## src/rtl/tessia_pkg.sv

```systemverilog
// Shared definitions for the execute/writeback flag stage: flag bit positions,
// branch condition codes, queue entry layout and the condition evaluator.
package tessia_pkg;

    localparam int unsigned DATA_W = 8;

    localparam int unsigned FLAG_N = 3;
    localparam int unsigned FLAG_Z = 2;
    localparam int unsigned FLAG_C = 1;
    localparam int unsigned FLAG_V = 0;

    typedef enum logic [2:0] {
        ALWAYS = 3'b000,
        EQ     = 3'b001,
        NE     = 3'b010,
        LT     = 3'b011,
        GE     = 3'b100,
        CS     = 3'b101,
        VS     = 3'b110,
        NEVER  = 3'b111
    } cond_t;

    typedef struct packed {
        logic [DATA_W-1:0] result;
        logic [3:0]        rd;
        logic              wb_en;
        logic              taken;
    } ex_entry_t;

    function automatic logic cond_holds(input logic [2:0] cond, input logic [3:0] flags);
        logic hit;
        hit = 1'b0;
        case (cond_t'(cond))
            ALWAYS:  hit = 1'b1;
            EQ:      hit = flags[FLAG_Z];
            NE:      hit = ~flags[FLAG_Z];
            LT:      hit = flags[FLAG_N];
            GE:      hit = ~flags[FLAG_N];
            CS:      hit = flags[FLAG_C];
            VS:      hit = flags[FLAG_V];
            NEVER:   hit = 1'b0;
            default: hit = 1'b0;
        endcase
        return hit;
    endfunction

endpackage

```

## src/rtl/ex_skid_fifo.sv

```systemverilog
// Two-entry FIFO of ex_entry_t with a registered head (zero when empty)
// and a registered not-full flag, so readiness never depends on pop combinationally.
module ex_skid_fifo
    import tessia_pkg::*;
(
    input  logic       clk,
    input  logic       rst,
    input  logic       push,
    input  ex_entry_t  push_data,
    input  logic       pop,
    input  logic       clear,
    output ex_entry_t  head,
    output logic [1:0] count,
    output logic       not_full
);

    ex_entry_t  head_q, head_d;
    ex_entry_t  tail_q, tail_d;
    logic [1:0] count_q, count_d;
    logic       not_full_q, not_full_d;
    logic       push_ok;
    logic       pop_ok;

    always_comb begin
        push_ok    = push & not_full_q;
        pop_ok     = pop & (count_q != 2'd0);
        head_d     = head_q;
        tail_d     = tail_q;
        count_d    = count_q;

        if (clear) begin
            head_d  = '0;
            count_d = '0;
        end else begin
            case ({push_ok, pop_ok})
                2'b10: begin
                    if (count_q == 2'd0) begin
                        head_d = push_data;
                    end else begin
                        tail_d = push_data;
                    end
                    count_d = count_q + 2'd1;
                end
                2'b01: begin
                    // Second entry slides forward; an emptied head reads as zero.
                    head_d  = (count_q == 2'd2) ? tail_q : '0;
                    count_d = count_q - 2'd1;
                end
                2'b11: begin
                    // Push is only legal below full, so the queue holds exactly one entry here.
                    head_d = push_data;
                end
                default: begin
                end
            endcase
        end

        not_full_d = (count_d != 2'd2);
    end

    always_ff @(posedge clk) begin
        if (rst) begin
            head_q     <= '0;
            tail_q     <= '0;
            count_q    <= '0;
            not_full_q <= 1'b1;
        end else begin
            head_q     <= head_d;
            tail_q     <= tail_d;
            count_q    <= count_d;
            not_full_q <= not_full_d;
        end
    end

    assign head     = head_q;
    assign count    = count_q;
    assign not_full = not_full_q;

endmodule

```

## src/rtl/ex_flag_stage.sv

```systemverilog
// Execute-to-writeback stage: holds the architectural flags, resolves branches
// against them, queues results for writeback and counts taken branches.
module ex_flag_stage
    import tessia_pkg::*;
#(
    parameter int unsigned N     = DATA_W,
    parameter int unsigned CNT_W = 16
) (
    input  logic             clk,
    input  logic             rst,
    input  logic             in_valid,
    output logic             in_ready,
    input  logic [N-1:0]     alu_result,
    input  logic [3:0]       alu_flags,
    input  logic [3:0]       rd,
    input  logic             wb_en,
    input  logic             set_flags,
    input  logic             is_branch,
    input  logic [2:0]       cond,
    input  logic             flush,
    output logic             out_valid,
    input  logic             out_ready,
    output logic [N-1:0]     out_result,
    output logic [3:0]       out_rd,
    output logic             out_wb_en,
    output logic             out_taken,
    output logic [3:0]       flags_q,
    output logic [CNT_W-1:0] taken_cnt
);

    logic [3:0]       flags_d;
    logic [CNT_W-1:0] taken_cnt_q, taken_cnt_d;
    logic             accept;
    logic             pop;
    logic             taken;
    ex_entry_t        push_entry;
    ex_entry_t        head;
    logic [1:0]       count;
    logic             not_full;

    always_comb begin
        accept = in_valid & in_ready & ~flush;
        pop    = out_valid & out_ready & ~flush;
        // The condition reads the flags as they stand before this instruction's own update.
        taken  = is_branch & cond_holds(cond, flags_q);

        push_entry.result = alu_result;
        push_entry.rd     = rd;
        push_entry.wb_en  = wb_en;
        push_entry.taken  = taken;

        flags_d = flags_q;
        if (accept && set_flags) begin
            flags_d = alu_flags;
        end

        taken_cnt_d = taken_cnt_q;
        if (accept && taken && (taken_cnt_q != '1)) begin
            taken_cnt_d = taken_cnt_q + 1'b1;
        end
    end

    always_ff @(posedge clk) begin
        if (rst) begin
            flags_q     <= '0;
            taken_cnt_q <= '0;
        end else begin
            flags_q     <= flags_d;
            taken_cnt_q <= taken_cnt_d;
        end
    end

    ex_skid_fifo u_fifo (
        .clk       (clk),
        .rst       (rst),
        .push      (accept),
        .push_data (push_entry),
        .pop       (pop),
        .clear     (flush),
        .head      (head),
        .count     (count),
        .not_full  (not_full)
    );

    assign in_ready   = not_full;
    assign out_valid  = (count != 2'd0);
    assign out_result = head.result;
    assign out_rd     = head.rd;
    assign out_wb_en  = head.wb_en;
    assign out_taken  = head.taken;
    assign taken_cnt  = taken_cnt_q;

endmodule

```

## config.mk

```make
export PLATFORM = sky130hd
export DESIGN_NAME = ex_flag_stage
export DESIGN_NICKNAME = d
export VERILOG_FILES = /design/src/rtl/tessia_pkg.sv /design/src/rtl/ex_skid_fifo.sv /design/src/rtl/ex_flag_stage.sv
export SDC_FILE = /design/constraint.sdc
export NUM_CORES = 1
export LEC_CHECK = 0
export BUFFER_PORTS_ARGS = -buffer_cell sky130_fd_sc_hd__buf_2
export CORE_MARGIN = 5
export CORE_UTILIZATION = 40
export CTS_CLUSTER_SIZE = 10
export DETAILED_ROUTE_END_ITERATION = 8
export PLACE_DENSITY = 0.74
export SLEW_MARGIN = 0
export SYNTH_ARGS = -nofsm -noshare
export SYNTH_HDL_FRONTEND = slang
export SYNTH_HIERARCHICAL = 1
export SYNTH_SLANG_ARGS = --single-unit
```

## constraint.sdc

```tcl
create_clock -name clk -period 5.95 [get_ports clk]
set_input_delay 0.595 -clock clk [delete_from_list [all_inputs] [get_ports clk]]
set_output_delay 0.595 -clock clk [all_outputs]
set_load 0.005 [all_outputs]
```

==> impl_metrics.env <==
export IMPL_synth_cells=304
export IMPL_syn_area_per_cell_um2=8.61
export IMPL_rsz0062_at_grt="false"
export IMPL_vias=2420
export IMPL_multi_input_area_mm2=0.00143
export IMPL_cts_resized=0
export IMPL_clkSinkCount=51
export IMPL_rr_startpoint="u_fifo/count[0]$_SDFF_PP0_"
export IMPL_via_per_inst=5.65
export IMPL_worst_slew_pin_slew_ps=1050
export IMPL_path_delay_family="simple AND/OR/NAND/NOR gates"
export IMPL_n_fill_cell=606
export IMPL_met2_length_um=2930
export IMPL_antenna_found_initial=0
export IMPL_yosys_warnings=6
export IMPL_setup_viol=0
export IMPL_drv_cap=0
export IMPL_min_period_over_period=0.463
export IMPL_drc=0
export IMPL_dp_cells=421
export IMPL_start_util=0.412
export IMPL_hold_viol=0
export IMPL_post_route_util=0.471
export IMPL_grt_ovfl_total=0
export IMPL_dieArea_mm2=0.00826
export IMPL_async_flop_share=0
export IMPL_routedWlPerCell_um=15.0
export IMPL_arrival_ps=2980
export IMPL_ant_nets=0
export IMPL_rrSetupSlack_ps=3190
export IMPL_hold_worst_slack_ps=477
export IMPL_core_rowCount=29
export IMPL_fin_nets=381
export IMPL_grt_max_degree=43
export IMPL_crit_fanout=17
export IMPL_drv_slew=0
export IMPL_critPathBufInv=0
export IMPL_coreArea_mm2=0.00635
export IMPL_antennaDiodeCount=0
export IMPL_drtIter0Drc=133
export IMPL_fin_cells=428
export IMPL_io_pins=63
export IMPL_place_ws_ps=3180
export IMPL_post_route_min_period_ps=2760
export IMPL_maxUsedRoutingLayer="met4"
export IMPL_wl_met1_um=2900
export IMPL_grt_pass1_wl_um=10900
export IMPL_max_stage_delay_ps=570
export IMPL_rr_worst_depth=7
export IMPL_finalWirelength_um=6420
export IMPL_ys_seq_area_frac=0.390
export IMPL_clock_latency_ps=310
export IMPL_io_buffers=62
export IMPL_outcome="complete, no violations"
export IMPL_routabilityCongestion=0.886
export IMPL_r2r_end="u_fifo/head[5]$_SDFFE_PP0P_"
export IMPL_holdPathStages=2
export IMPL_dieHeight_um=90.9
export IMPL_crit_required_ps=6170
export IMPL_crit_type="reg2reg"
export IMPL_yosys_cell_types_count=44
export IMPL_crit_chain="or2_2 -> and3b_1 -> o21a_4 -> ha_1 -> and3b_1 -> a21oi_1 -> a211oi_2"
export IMPL_p_leak_nw=1.18
export IMPL_synth_nets=334
export IMPL_synth_edf_count=0
export IMPL_hold_path_class="reg2reg"
export IMPL_start_kind="flop"
export IMPL_tns_ps=0
export IMPL_finClkSkew_ps=12.2
export IMPL_grt_pass1_vias=2310
export IMPL_holdBufCountCts=0
export IMPL_cts_buffers=5
export IMPL_cts_tree="done"
export IMPL_grtUsageTotal=0.155
export IMPL_met3_length_um=511
export IMPL_clock_path_buffers=2
export IMPL_first_pass_iters=4
export IMPL_postCtsSetupBuffers=0
export IMPL_maxSlewHeadroom=0.302
export IMPL_endpoint_kind="flop"
export IMPL_drive_gt1_frac=0.279
export IMPL_cts_root_buf="clkbuf_8"
export IMPL_holdPathEnd="flags_q[0]$_SDFFE_PP0P_"
export IMPL_area_growth_pct=14.3
export IMPL_worst_slack_ps=3190
export IMPL_clkTransAtPathRegs_ps=90
export IMPL_ir_drop_uv=152
export IMPL_fp_dieW_um=90.9
export IMPL_ys_seq_elements=51
export IMPL_hp_start="flags_q[0]$_SDFFE_PP0P_"
export IMPL_cpMostUsedCell="and3b_1"
export IMPL_max_freq_mhz=363
export IMPL_p_per_area_mw_per_mm2=218
export IMPL_htree_levels=2
export IMPL_synth_ff_type="dfxtp_1"
export IMPL_hpwl_um=4610
export IMPL_regArea_mm2=0.00102
export IMPL_cp_slowest_cell="ha_1"
export IMPL_synth_area_mm2=0.00262
flip-flops by register name (all words and copies together), names as in the netlist:
signal	cells
taken_cnt	16
u_fifo/head	14
u_fifo/tail_q	14
flags_q	4
u_fifo/count	2
u_fifo/not_full	1
area by class of cell:
| type | instances | area share |
|---|---|---|
| flip-flops and latches | 51 | 0.341 |
| clock inverters | 1 | 0.0100 |
| repair buffers | 63 | 0.106 |
| clock buffers | 6 | 0.0243 |
| inverters | 6 | 0.00753 |
| well taps | 77 | 0.0322 |
| multi-input cells | 224 | 0.478 |
where the power goes:
part           internal (mW)  switching (mW)  leakage [nW]
combinational         0.0255          0.0404         0.717
clock                  0.124           0.113        0.0513
sequential             0.346         0.00409         0.412
metrics by stage:
step,total power [mW],area (um^2)
2_1_floorplan,0.404,2620
3_3_place_gp,0.424,2890
3_5_place_dp,0.424,2890
4_1_cts,0.656,2990
5_1_grt,0.678,2990
6_report,0.653,2990
worst max-delay path by stage:
stage,startpoint,to,slack [ps],cells past startpoint
after floorplan,flush,u_fifo/head[0]$_SDFFE_PP0P_,3580,9
after global placement,flush,u_fifo/tail_q[9]$_SDFFE_PP0P_,3230,9
after detailed placement,flush,u_fifo/head[5]$_SDFFE_PP0P_,3180,7
after CTS,u_fifo/count[0]$_SDFF_PP0_,u_fifo/head[5]$_SDFFE_PP0P_,3190,7
after global routing,u_fifo/count[0]$_SDFF_PP0_,u_fifo/head[5]$_SDFFE_PP0P_,2910,7
final,u_fifo/count[0]$_SDFF_PP0_,u_fifo/head[5]$_SDFFE_PP0P_,3190,7
metal layers:
metal | GRT usage | up-vias
met3 | 0.0408 | 10
met1 | 0.209 | 1128
met2 | 0.247 | 88
met5 | 0 | -
li1 | - | 1194
met4 | 0.0355 | 0
synthesized netlist by cell type, types with 2 or more instances:
cell type / count / share of area
a211oi_1: 5 / 0.014
a211oi_2: 10 / 0.048
a21oi_1: 43 / 0.082
and3_2: 2 / 0.0057
and3b_1: 2 / 0.0067
buf_2: 7 / 0.013
buf_6: 7 / 0.030
clkbuf_1: 8 / 0.011
dfxtp_1: 51 / 0.39
ha_1: 3 / 0.014
inv_1: 6 / 0.0086
mux2_2: 7 / 0.030
nand2_1: 12 / 0.017
nand2b_1: 3 / 0.0072
nand3_1: 24 / 0.046
nand3b_1: 3 / 0.0086
nand4_1: 5 / 0.012
nor2_1: 9 / 0.013
nor2b_1: 22 / 0.053
nor3_1: 18 / 0.034
nor4_1: 4 / 0.0096
o21ai_0: 17 / 0.033
o31ai_1: 6 / 0.017
or2_2: 4 / 0.0096
or3_1: 2 / 0.0048
or4_1: 5 / 0.014
xor2_1: 2 / 0.0067
placed cells by master, fill, tap and decap left out, types with 6 or more instances in the layout:
cell type / Yosys / routed
dfxtp_1: 51 / 51
mux2_2: 7 / 7
nor2b_1: 22 / 22
nor3_1: 18 / 18
o21ai_0: 17 / 17
nor2_1: 9 / 9
inv_1: 6 / 6
nand2_1: 12 / 12
a21oi_1: 43 / 43
nand3_1: 24 / 24
a211oi_2: 10 / 10
buf_2: 7 / 62
worst register-to-register path, cell delays in order (launching register included):
cell,delay [ps]
dfxtp_1,540
or2_2,190
and3b_1,180
o21a_4,250
ha_1,570
and3b_1,550
a21oi_1,170
a211oi_2,230
cells by family after synthesis:
kind of cell / count (synthesis) / synth area share
simple gates: 122 / 0.269
compound gates: 89 / 0.222
flops: 51 / 0.390
buf+inv: 29 / 0.0650
mux: 7 / 0.0301
xor+xnor: 3 / 0.0100
fa+ha+maj: 3 / 0.0143
Note: power is estimated with default switching activity, not from simulation.
